File: src/rtl/sma_pkg.sv
// Shared types and helpers for the SMA signal engine.
//   pos_e    : position encoding driven on the position output
//   score_w  : width of the signed trend score for a given channel width / pair count
//   popcount : number of set bits in a flag vector (up to 64 channels)
package sma_pkg;

  typedef enum logic [1:0] {
    POS_FLAT     = 2'd0,
    POS_LONG     = 2'd1,
    POS_SHORT    = 2'd2,
    POS_COOLDOWN = 2'd3
  } pos_e;

  // One bit for sign, one for the difference of two unsigned values,
  // plus growth for summing n_pairs differences.
  function automatic int score_w(input int data_w, input int n_pairs);
    return data_w + $clog2(n_pairs) + 2;
  endfunction

  function automatic int popcount(input logic [63:0] v);
    int n;
    n = 0;
    for (int i = 0; i < 64; i++) begin
      n += int'(v[i]);
    end
    return n;
  endfunction

endpackage

File: src/rtl/sma_signal_engine_if.sv
// Sample input / trade output bundle of the SMA signal engine.
//   flush, sma_valid, sma_data        : upstream (SMA preprocessor) side
//   buy_pulse, sell_pulse, position,
//   score_out, trade_count            : downstream (order entry) side
// master = driver of samples, slave = the engine.
interface sma_signal_engine_if #(
  parameter int DATA_W  = 8,
  parameter int N_CH    = 6,
  parameter int N_PAIRS = 2
);
  import sma_pkg::*;

  localparam int SCORE_W = score_w(DATA_W, N_PAIRS);

  logic                      flush;
  logic                      sma_valid;
  logic [N_CH*DATA_W-1:0]    sma_data;
  logic                      buy_pulse;
  logic                      sell_pulse;
  logic [1:0]                position;
  logic signed [SCORE_W-1:0] score_out;
  logic [15:0]               trade_count;

  modport master (
    output flush, sma_valid, sma_data,
    input  buy_pulse, sell_pulse, position, score_out, trade_count
  );

  modport slave (
    input  flush, sma_valid, sma_data,
    output buy_pulse, sell_pulse, position, score_out, trade_count
  );

endinterface

File: src/rtl/sma_trend_stage.sv
// First pipeline stage: remembers the previous sample, flags per-channel
// rise/fall and computes the signed fast-minus-slow trend score.
//   clk, rst_n      : clock, async active-low reset
//   flush           : clears primed/s1_valid, drops the current sample
//   sma_valid/data  : incoming packed channels, ch0 in the LSBs
//   rise, fall      : per-channel direction flags of the last primed sample
//   score           : registered signed trend score
//   s1_valid        : one-cycle strobe, rise/fall/score are fresh
module sma_trend_stage
  import sma_pkg::*;
#(
  parameter int DATA_W  = 8,
  parameter int N_CH    = 6,
  parameter int N_PAIRS = 2
) (
  input  logic                                         clk,
  input  logic                                         rst_n,
  input  logic                                         flush,
  input  logic                                         sma_valid,
  input  logic [N_CH*DATA_W-1:0]                       sma_data,
  output logic [N_CH-1:0]                              rise,
  output logic [N_CH-1:0]                              fall,
  output logic signed [score_w(DATA_W, N_PAIRS)-1:0]   score,
  output logic                                         s1_valid
);

  localparam int SCORE_W = score_w(DATA_W, N_PAIRS);

  logic [N_CH*DATA_W-1:0]    prev_data;
  logic                      primed;
  logic [N_CH-1:0]           rise_c;
  logic [N_CH-1:0]           fall_c;
  logic signed [SCORE_W-1:0] score_c;

  always_comb begin
    rise_c = '0;
    fall_c = '0;
    for (int i = 0; i < N_CH; i++) begin
      rise_c[i] = sma_data[i*DATA_W +: DATA_W] > prev_data[i*DATA_W +: DATA_W];
      fall_c[i] = sma_data[i*DATA_W +: DATA_W] < prev_data[i*DATA_W +: DATA_W];
    end
  end

  // Channels are zero-extended before subtracting so the sum never wraps.
  always_comb begin
    score_c = '0;
    for (int k = 0; k < N_PAIRS; k++) begin
      score_c = score_c
              + $signed(SCORE_W'(sma_data[k*DATA_W +: DATA_W]))
              - $signed(SCORE_W'(sma_data[(k+N_PAIRS)*DATA_W +: DATA_W]));
    end
  end

  always_ff @(posedge clk or negedge rst_n) begin
    if (!rst_n) begin
      prev_data <= '0;
      primed    <= 1'b0;
      rise      <= '0;
      fall      <= '0;
      score     <= '0;
      s1_valid  <= 1'b0;
    end else if (flush) begin
      primed    <= 1'b0;
      s1_valid  <= 1'b0;
    end else begin
      s1_valid <= 1'b0;
      if (sma_valid) begin
        prev_data <= sma_data;
        if (!primed) begin
          primed <= 1'b1;
        end else begin
          rise     <= rise_c;
          fall     <= fall_c;
          score    <= score_c;
          s1_valid <= 1'b1;
        end
      end
    end
  end

endmodule

File: src/rtl/sma_signal_engine.sv
// SMA trend/confluence signal engine: stage-1 trend extraction followed by
// a position state machine issuing one-cycle buy/sell strobes.
//   clk, rst_n : clock, async active-low reset
//   bus        : sample input and trade outputs (slave side)
//
// state        | meaning
// -------------+-------------------------------------------------------
// POS_FLAT     | no position, entry on up&cr (buy) or dn&cf (sell)
// POS_LONG     | long, exits with sell on dn&cf
// POS_SHORT    | short, exits with buy on up&cr
// POS_COOLDOWN | post-exit hold, counts scored samples down to FLAT
module sma_signal_engine
  import sma_pkg::*;
#(
  parameter int DATA_W   = 8,
  parameter int N_CH     = 6,
  parameter int N_PAIRS  = 2,
  parameter int THRESH   = 77,
  parameter int CONF_TH  = 3,
  parameter int COOLDOWN = 4
) (
  input logic                clk,
  input logic                rst_n,
  sma_signal_engine_if.slave bus
);

  localparam int   SCORE_W = score_w(DATA_W, N_PAIRS);
  localparam int   CNT_W   = $clog2(N_CH + 1);
  localparam int   CD_W    = (COOLDOWN > 0) ? $clog2(COOLDOWN + 1) : 1;
  localparam logic signed [SCORE_W-1:0] THRESH_P = SCORE_W'(THRESH);
  localparam logic signed [SCORE_W-1:0] THRESH_N = -SCORE_W'(THRESH);
  localparam logic [CD_W-1:0] CD_LOAD = CD_W'(COOLDOWN);
  localparam pos_e EXIT_STATE = (COOLDOWN == 0) ? POS_FLAT : POS_COOLDOWN;

  logic [N_CH-1:0]           rise;
  logic [N_CH-1:0]           fall;
  logic signed [SCORE_W-1:0] score;
  logic                      s1_valid;

  sma_trend_stage #(
    .DATA_W  (DATA_W),
    .N_CH    (N_CH),
    .N_PAIRS (N_PAIRS)
  ) u_trend (
    .clk       (clk),
    .rst_n     (rst_n),
    .flush     (bus.flush),
    .sma_valid (bus.sma_valid),
    .sma_data  (bus.sma_data),
    .rise      (rise),
    .fall      (fall),
    .score     (score),
    .s1_valid  (s1_valid)
  );

  logic [CNT_W-1:0] n_rise;
  logic [CNT_W-1:0] n_fall;
  logic             up, dn, cr, cf;

  assign n_rise = CNT_W'(popcount(64'(rise)));
  assign n_fall = CNT_W'(popcount(64'(fall)));
  assign up     = score > THRESH_P;
  assign dn     = score < THRESH_N;
  assign cr     = n_rise >= CNT_W'(CONF_TH);
  assign cf     = n_fall >= CNT_W'(CONF_TH);

  pos_e            state, state_nxt;
  logic [CD_W-1:0] cd_cnt, cd_nxt;
  logic            buy_q, sell_q, buy_nxt, sell_nxt;
  logic [15:0]     trade_q;

  always_ff @(posedge clk or negedge rst_n) begin
    if (!rst_n) begin
      state   <= POS_FLAT;
      cd_cnt  <= '0;
      buy_q   <= 1'b0;
      sell_q  <= 1'b0;
      trade_q <= '0;
    end else if (bus.flush) begin
      state   <= POS_FLAT;
      cd_cnt  <= '0;
      buy_q   <= 1'b0;
      sell_q  <= 1'b0;
    end else begin
      state   <= state_nxt;
      cd_cnt  <= cd_nxt;
      buy_q   <= buy_nxt;
      sell_q  <= sell_nxt;
      if ((buy_nxt || sell_nxt) && (trade_q != 16'hFFFF)) begin
        trade_q <= trade_q + 16'd1;
      end
    end
  end

  always_comb begin
    state_nxt = state;
    if (s1_valid) begin
      case (state)
        POS_FLAT: begin
          if (up && cr)      state_nxt = POS_LONG;
          else if (dn && cf) state_nxt = POS_SHORT;
        end
        POS_LONG:     if (dn && cf) state_nxt = EXIT_STATE;
        POS_SHORT:    if (up && cr) state_nxt = EXIT_STATE;
        // Terminal count: this scored sample takes the counter to zero.
        POS_COOLDOWN: if (cd_cnt <= CD_W'(1)) state_nxt = POS_FLAT;
        default:      state_nxt = POS_FLAT;
      endcase
    end
  end

  always_comb begin
    buy_nxt  = 1'b0;
    sell_nxt = 1'b0;
    cd_nxt   = cd_cnt;
    if (s1_valid) begin
      case (state)
        POS_FLAT: begin
          if (up && cr)      buy_nxt  = 1'b1;
          else if (dn && cf) sell_nxt = 1'b1;
        end
        POS_LONG: begin
          if (dn && cf) begin
            sell_nxt = 1'b1;
            cd_nxt   = CD_LOAD;
          end
        end
        POS_SHORT: begin
          if (up && cr) begin
            buy_nxt = 1'b1;
            cd_nxt  = CD_LOAD;
          end
        end
        POS_COOLDOWN: if (cd_cnt != '0) cd_nxt = cd_cnt - CD_W'(1);
        default: ;
      endcase
    end
  end

  assign bus.buy_pulse   = buy_q;
  assign bus.sell_pulse  = sell_q;
  assign bus.position    = state;
  assign bus.score_out   = score;
  assign bus.trade_count = trade_q;

endmodule

File: src/flat_wrapper.sv
// flat-port wrapper written by rule: the top's interface ports become plain ports
module sma_signal_engine_flat import sma_pkg::*;
#(
  parameter int DATA_W   = 8,
  parameter int N_CH     = 6,
  parameter int N_PAIRS  = 2,
  parameter int THRESH   = 77,
  parameter int CONF_TH  = 3,
  parameter int COOLDOWN = 4
)
  (clk, rst_n, bus_flush, bus_sma_valid, bus_sma_data, bus_buy_pulse, bus_sell_pulse, bus_position, bus_score_out, bus_trade_count);
  sma_signal_engine_if #(.DATA_W(DATA_W), .N_CH(N_CH), .N_PAIRS(N_PAIRS)) bus_i ();
  input logic clk;
  input logic rst_n;
  input wire logic [$bits(bus_i.flush)-1:0] bus_flush;
  input wire logic [$bits(bus_i.sma_valid)-1:0] bus_sma_valid;
  input wire logic [$bits(bus_i.sma_data)-1:0] bus_sma_data;
  output wire logic [$bits(bus_i.buy_pulse)-1:0] bus_buy_pulse;
  output wire logic [$bits(bus_i.sell_pulse)-1:0] bus_sell_pulse;
  output wire logic [$bits(bus_i.position)-1:0] bus_position;
  output wire logic [$bits(bus_i.score_out)-1:0] bus_score_out;
  output wire logic [$bits(bus_i.trade_count)-1:0] bus_trade_count;
  assign bus_i.flush = bus_flush;
  assign bus_i.sma_valid = bus_sma_valid;
  assign bus_i.sma_data = bus_sma_data;
  assign bus_buy_pulse = bus_i.buy_pulse;
  assign bus_sell_pulse = bus_i.sell_pulse;
  assign bus_position = bus_i.position;
  assign bus_score_out = bus_i.score_out;
  assign bus_trade_count = bus_i.trade_count;
  sma_signal_engine #(.DATA_W(DATA_W), .N_CH(N_CH), .N_PAIRS(N_PAIRS), .THRESH(THRESH), .CONF_TH(CONF_TH), .COOLDOWN(COOLDOWN)) u_core (.clk(clk), .rst_n(rst_n), .bus(bus_i));
endmodule
File: config.mk
export PLATFORM = sky130hd
export DESIGN_NAME = sma_signal_engine_flat
export DESIGN_NICKNAME = d
export VERILOG_FILES = /design/src/rtl/sma_pkg.sv /design/src/rtl/sma_signal_engine_if.sv /design/src/rtl/sma_trend_stage.sv /design/src/rtl/sma_signal_engine.sv /design/src/flat_wrapper.sv
export SDC_FILE = /design/constraint.sdc
export NUM_CORES = 1
export LEC_CHECK = 0
export ABC_AREA = 1
export BUFFER_PORTS_ARGS = -buffer_cell sky130_fd_sc_hd__buf_2
export CORE_ASPECT_RATIO = 0.6
export CORE_UTILIZATION = 50
export CTS_CLUSTER_SIZE = 16
export DETAILED_ROUTE_END_ITERATION = 8
export PLACE_DENSITY = 0.71
export SYNTH_ARGS = -nofsm -noshare
export SYNTH_HDL_FRONTEND = slang
export SYNTH_SLANG_ARGS = --single-unit
File: constraint.sdc
create_clock -name clk -period 6.2 [get_ports clk]
set_input_delay 0.62 -clock clk [delete_from_list [all_inputs] [get_ports clk]]
set_output_delay 0.62 -clock clk [all_outputs]
set_load 0.01 [all_outputs]
==> metrics.yaml, run 1 <==
max_freq_mhz: 277
design.final.nets: 1016
worst_skew_pair.late_latency_ps: 350
peak_supply_drop_uv: 161
pwr_density_cell_nw_per_um2: 306
routabilityCongestion: 0.930
hold_class: "input pin to asynchronous set/reset pin"
dp_cells: 1027
cts.reportedPaths.clkPinSlew_ps: 70
worst_case_headroom_to_the_max_slew_limit_pct: 50.7
timing.critical_path.slowest_cell_delay_ps: 440
number_of_vias_in_the_routed_layout: 5245
globalRoute.totalOverflow: 0
std_cell_rows: 31
deepest_clock_path_buffer_count: 2
areaGrowthSynthToFinish_pct: 13.8
drive_above_1_share_pct: 12.5
crit_path_max_fanout: 5
post_cts_resized: 0
synth.cell_area_um2: 6450
drtAntennaViolNets: 0
cts_inserted_buffers: 9
ctsHtreeMaxLevel: 3
num_antenna_cells: 0
initialDrtViolationCount: 375
chipHeight_um: 90.0
port_buffers: 82
grt_max_degree: 86
clock_tree.root_cell: "clkbuf_16"
worst_ep_arrival_time_ps: 3860
static-leakage-power_nw: 3.93
dp.final_hpwl_um: 11200
r2r_setup_slack_ps: 2810
rsz0062_at_grt: "false"
yosysWarningCount: 0
finalMaxSlewViolations: 0
route.detailed.drc: 0
critical-path-top-delay-family: "adder cells"
core_area_um2: 12300
max_cap_violations: 0
timing.rr.end: "u_core.bus.trade_count[1]"
final.setup_skew_ps: 12.4
grt_antenna_before_repair: 0
worst_setup_end_kind: "flop"
synth.ff_latch_count: 96
fin_crit_share_pct: 58.2
synth_area_leaders: "dfrtp_1 (37%), ha_1 (15%), nand2_1 (11%), inv_1 (7.7%), o21ai_0 (5.0%)"
synthDominantCellAreaShare_pct: 37.3
die_x_um: 149
yosys_cell_types: 37
cp.buffers_inverters: 5
floorplan.initialDensity_pct: 52.4
routed_wirelength_normalized_by_instance_count_um: 14.0
cts_setup_buffers: 0
synthCells: 795
final.min_clock_period_ps: 3610
ios: 83
r2r-start: "u_core.u_trend.rise[1]"
drt_first_pass_iters: 5
worstPathRequired_ps: 6450
grt_pass1_vias: 4917
drt_wl_total_um: 14600
detail_route.vias_per_cell: 5.03
dieArea_um2: 13400
crit_top_cell: "inv_1"
wire_length_of_the_first_global_routing_pass_um: 24900
synth_fp_nets: 938
cts_hold_repair.buffers: 0
filler_cell_count: 1107
synth_top_cell_by_area: "dfrtp_1"
worstSetupPathType: "input pin to flop"
finalHoldViolCount: 0
tritoncts: "yes"
post_synth.cell_area_avg_um2: 8.11
worst_slew_pin_slew_ps: 740
portion_of_the_post_synthesis_area_used_by_sequential_elements_pct: 37.3
postLayoutCoreUtil_pct: 59.7
run_status: "completed"
fin_cells: 1043
cts.sink_count: 96
timing.critical_path.cells: "buf_2, inv_1, ha_1, inv_1, fa_1, nand3_1, nand3_1, a21oi_1, nor2_1, nor2_1, xor2_1, inv_1, fa_1, ha_1, a21oi_1, inv_1, a21oi_1, nand2_1, or2_2, nand3_1, nand2_1"
final_setup_viols: 0
timing.critical_path.slowest_stage_cell: "fa_1"
grt_use_total_pct: 23.8
critical_path.startpoint_type: "input pin"
final.setup.tns_ps: 0
timing.reg2reg.worst_path_depth: 16
==> layer usage <==
metal | track usage, % | part of all wire [%] | wire length [um]
met2 | 30.9 | 38 | 5520
met4 | 4.38 | 0.38 | 56
met1 | 38.9 | 55 | 8020
met3 | 5.84 | 6.6 | 959
met5 | 0 | 0 | 0
==> cells by family (layout without fill, tap and decap cells) <==
kind of cell / Yosys count / in the layout / share of synthesized area (%)
simple gates: 309 / 309 / 20.5
buf+inv: 150 / 233 / 9.02
compound gates: 127 / 127 / 10.8
flops: 96 / 96 / 37.3
fa+ha+maj: 91 / 91 / 19.4
xor+xnor: 22 / 22 / 2.99
==> flip-flops by register name, summed over array words and instances, names as in the netlist <==
signal / flops
u_core.u_trend.fall: 6
u_core.u_trend.s1_valid: 1
u_core.u_trend.score: 11
u_core.bus.trade_count: 16
u_core.u_trend.prev_data: 48
u_core.u_trend.primed: 1
u_core.bus.sell_pulse: 1
u_core.bus.position: 2
u_core.bus.buy_pulse: 1
u_core.u_trend.rise: 6
u_core.cd_cnt: 3
==> worst max path at each step <==
stage / slack, ps / from / cells past startpoint / to
finish: 2590 / bus_sma_data[0] / 21 / u_core.u_trend.score[7]
global route: 2370 / bus_sma_data[0] / 21 / u_core.u_trend.score[7]
CTS: 2640 / bus_sma_data[0] / 21 / u_core.u_trend.score[7]
detailed placement: 2280 / bus_sma_data[0] / 21 / u_core.u_trend.score[7]
global placement: 2360 / bus_sma_data[0] / 21 / u_core.u_trend.score[7]
floorplan: 2640 / bus_sma_data[0] / 20 / u_core.u_trend.score[7]
==> cell type report <==
cell class                 count  area [um2]  share of cell area [%]
clock buffer                  10         239                    3.26
tap                          165         206                    2.81
clock inverter                 6        90.1                    1.23
multi-input combinational    549        3470                    47.3
inverter                     132         495                    6.75
sequential                    96        2400                    32.7
timing repair buffer          85         435                    5.93
==> cell usage in the layout (no fill, tap or decap), drive strengths merged, types with 5 or more instances in the layout <==
| cell | instances |
|---|---|
| o211ai | 10 |
| a21oi | 37 |
| o21ai | 66 |
| inv | 133 |
| nand3 | 56 |
| xnor2 | 11 |
| nand4 | 5 |
| nand2 | 192 |
| fa | 15 |
| nor2 | 41 |
| ha | 76 |
| nor3 | 6 |
| dfrtp | 96 |
| clkbuf | 10 |
| xor2 | 11 |
| buf | 85 |
==> cell usage after synthesis <==
| cell | count |
|---|---|
| nand2_1 | 189 |
| inv_1 | 132 |
| dfrtp_1 | 96 |
| ha_1 | 76 |
| o21ai_0 | 65 |
| nand3_1 | 56 |
| nor2_1 | 41 |
| a21oi_1 | 37 |
| fa_1 | 15 |
| xnor2_1 | 11 |
| xor2_1 | 11 |
| o211ai_1 | 10 |
| buf_2 | 6 |
| clkbuf_1 | 6 |
| nor3_1 | 6 |
| buf_1 | 4 |
| nand3b_1 | 4 |
| nand4_1 | 4 |
| o21a_1 | 4 |
| nand2_2 | 2 |
| o21bai_1 | 2 |
| o22ai_1 | 2 |
| or2_2 | 2 |
| a211oi_1 | 1 |
| a21boi_0 | 1 |
| a21o_1 | 1 |
| a221oi_1 | 1 |
| a22o_1 | 1 |
| buf_4 | 1 |
| buf_6 | 1 |
| nand2_4 | 1 |
| nand4_4 | 1 |
| nor3b_2 | 1 |
| nor3b_4 | 1 |
| nor4_1 | 1 |
| o21ai_1 | 1 |
| o221ai_1 | 1 |
==> metrics by stage <==
| stage | hold slack (ps) | instance area [um2] | setup WS, ps | power, mW |
|---|---|---|---|---|
| after floorplan | 324 | 6450 | 2640 | 1.38 |
| after global placement | 470 | 7010 | 2360 | 1.61 |
| after detailed placement | 463 | 7010 | 2280 | 1.63 |
| after CTS | 293 | 7340 | 2640 | 2.27 |
| after global routing | 323 | 7340 | 2370 | 2.44 |
| final | 266 | 7340 | 2590 | 2.25 |
==> power by group <==
group          leakage, nW  switching, mW  internal (mW)
logic                 2.56          0.493          0.325
clock network        0.159          0.250          0.366
registers             1.21         0.0789          0.735
==> worst register-to-register path: stages (launching register included) <==
cell and delay, ps:
dfrtp_1 390, ha_1 270, inv_1 40, fa_1 460, fa_1 370, inv_1 80
fa_1 400, a21oi_1 160, nor2_1 80, nand2_1 150, nand2_1 70, nand2_1 60
nand2_1 70, nand2_2 300, nand2_4 200, nand2_1 100, nand2_1 60
Note: power is estimated with default switching activity, not from simulation.
==> inputs of run 2 (changes only) <==
==> constraint.sdc (replaced) <==
create_clock -name clk -period 3.7 [get_ports clk]
set_input_delay 0.37 -clock clk [delete_from_list [all_inputs] [get_ports clk]]
set_output_delay 0.37 -clock clk [all_outputs]
set_load 0.01 [all_outputs]
==> metrics.yaml, run 2 (synthesis results as in run 1) <==
globalRoute.totalOverflow: 0
detail_route.vias_per_cell: 5.04
grt_use_total_pct: 23.6
largest_register: "u_core.u_trend.prev_data"
clock_tree.root_cell: "clkbuf_16"
wire_length_of_the_first_global_routing_pass_um: 24800
layout.cells.most_common_list: "nand2_1 (189), inv_1 (132), dfrtp_1 (96), buf_2 (81), ha_1 (76)"
timing.critical_path.slowest_cell_delay_ps: 430
worst_slew_pin_slew_ps: 1050
critical_path.startpoint_type: "flop"
drive_above_1_share_pct: 12.3
worst_skew_pair.late_latency_ps: 340
power.clock.fraction_pct: 25.2
fin_total_pwr_mw: 3.65
drt_first_pass_iters: 5
final.setup.tns_ps: 0
cts_setup_buffers: 0
timing.critical_path.cells: "ha_1, inv_1, fa_1, fa_1, inv_1, fa_1, a21oi_1, nor2_1, nand2_1, nand2_1, nand2_1, nand2_1, nand2_2, nand2_4, nand2_1, nand2_1"
comb_power_share_pct: 37.5
filler_cell_count: 1159
crit_top_cell: "nand2_1"
worstPathRequired_ps: 3930
dp.final_hpwl_um: 11100
finalHoldViolCount: 0
routabilityCongestion: 0.955
hold_class: "input pin to asynchronous set/reset pin"
drt_wl_total_um: 14500
p_sw_share_pct: 37.0
grt_antenna_before_repair: 0
crit_path_max_fanout: 15
worstSetupPathType: "flop to flop"
max_freq_mhz: 296
chipHeight_um: 90.0
ctsHtreeMaxLevel: 3
grt_pass1_vias: 4884
routed_wirelength_normalized_by_instance_count_um: 13.8
final.min_clock_period_ps: 3380
peak_supply_drop_uv: 267
p_int_mw: 2.30
finalMaxSlewViolations: 0
number_of_vias_in_the_routed_layout: 5268
placed_area_um2: 7030
dieArea_um2: 13400
areaGrowthSynthToFinish_pct: 13.3
cts.reportedPaths.clkPinSlew_ps: 70
seqPwrFrac_pct: 37.2
max_cap_violations: 0
floorplan.initialDensity_pct: 52.4
worst_case_headroom_to_the_max_slew_limit_pct: 29.7
core_area_um2: 12300
design.final.nets: 1018
static-leakage-power_nw: 3.92
initialDrtViolationCount: 380
run_status: "completed"
fin_crit_share_pct: 91.4
mostFrequentLayoutCell: "nand2_1"
final_setup_viols: 0
tritoncts: "yes"
route.detailed.drc: 0
ios: 83
power_switching_mw: 1.35
cts_inserted_buffers: 9
largest_reg_flops: 48
worst_setup_end_kind: "flop"
worst_ep_arrival_time_ps: 3610
grt_max_degree: 85
drtAntennaViolNets: 0
die_x_um: 149
timing.critical_path.slowest_stage_cell: "fa_1"
rsz0062_at_grt: "false"
pwr_density_cell_nw_per_um2: 500
cts_hold_repair.buffers: 0
port_buffers: 82
stdcell_area_um2: 7310
deepest_clock_path_buffer_count: 2
std_cell_rows: 31
final.setup_skew_ps: 7.00
cts.sink_count: 96
post_cts_resized: 0
num_antenna_cells: 0
-- run 2: final cells by class --
| cell class | count | area [um2] | area share (%) |
|---|---|---|---|
| inverter | 132 | 495 | 6.78 |
| timing repair buffer | 87 | 450 | 6.16 |
| multi-input combinational | 549 | 3470 | 47.5 |
| sequential | 96 | 2400 | 32.9 |
| tap | 165 | 206 | 2.82 |
| clock inverter | 3 | 42.5 | 0.582 |
| clock buffer | 13 | 240 | 3.29 |
-- run 2: final timing paths --
path / slack (ps) / depth (start not counted) / from / end
min in group clk: 260 / 3 / bus_sma_data[45] / u_core.u_trend.prev_data[45]
max in group asynchronous: 2730 / 2 / rst_n / u_core.u_trend.prev_data[29]
setup reg to reg: 320 / 16 / u_core.u_trend.rise[0] / u_core.bus.trade_count[3]
hold reg to reg: 480 / 2 / u_core.u_trend.fall[4] / u_core.u_trend.fall[4]
setup / recovery: 320 / 16 / u_core.u_trend.rise[0] / u_core.bus.trade_count[3]
hold / removal: 220 / 1 / rst_n / u_core.u_trend.prev_data[11]
-- run 2: metal layers --
| layer | track usage (%) | vias to the layer above | part of all wire (%) |
|---|---|---|---|
| met5 | 0 | - | 0 |
| met4 | 4.38 | 0 | 0.68 |
| met3 | 4.52 | 8 | 5.9 |
| met2 | 31.1 | 135 | 38 |
| met1 | 38.9 | 2417 | 55 |
| li1 | - | 2708 | - |
-- run 2: worst max-delay path: cells and delay by family, from the launching register on --
kind                     cells  cell delay, ps
AO/OA/AOI/OAI                1             180
flip-flops                   1             380
buffers and inverters        2             150
AND/OR/NAND/NOR              9            1050
adder cells (fa/ha/maj)      4            1510
-- run 2: power groups by stage --
| stage | Sequential (mW) | Clock (mW) | Combinational [mW] |
|---|---|---|---|
| finish | 1.36 | 0.922 | 1.37 |
| detailed placement | 1.38 | 0 | 1.36 |
| CTS | 1.36 | 0.937 | 1.37 |
| floorplan | 1.39 | 0 | 0.930 |
| global placement | 1.37 | 0 | 1.33 |
| global route | 1.39 | 0.977 | 1.60 |
-- run 2: metrics by stage --
step / worst slack [ps] / util, % / cells / hold slack (ps)
final: 320 / 59.4 / 1045 / 222
after global routing: 68.9 / 59.4 / 1045 / 268
after CTS: 288 / 59.4 / 1045 / 247
after detailed placement: 68.6 / 57.1 / 1029 / 470
after global placement: 132 / 57.1 / 1029 / 465
after floorplan: 391 / - / 795 / 74.4
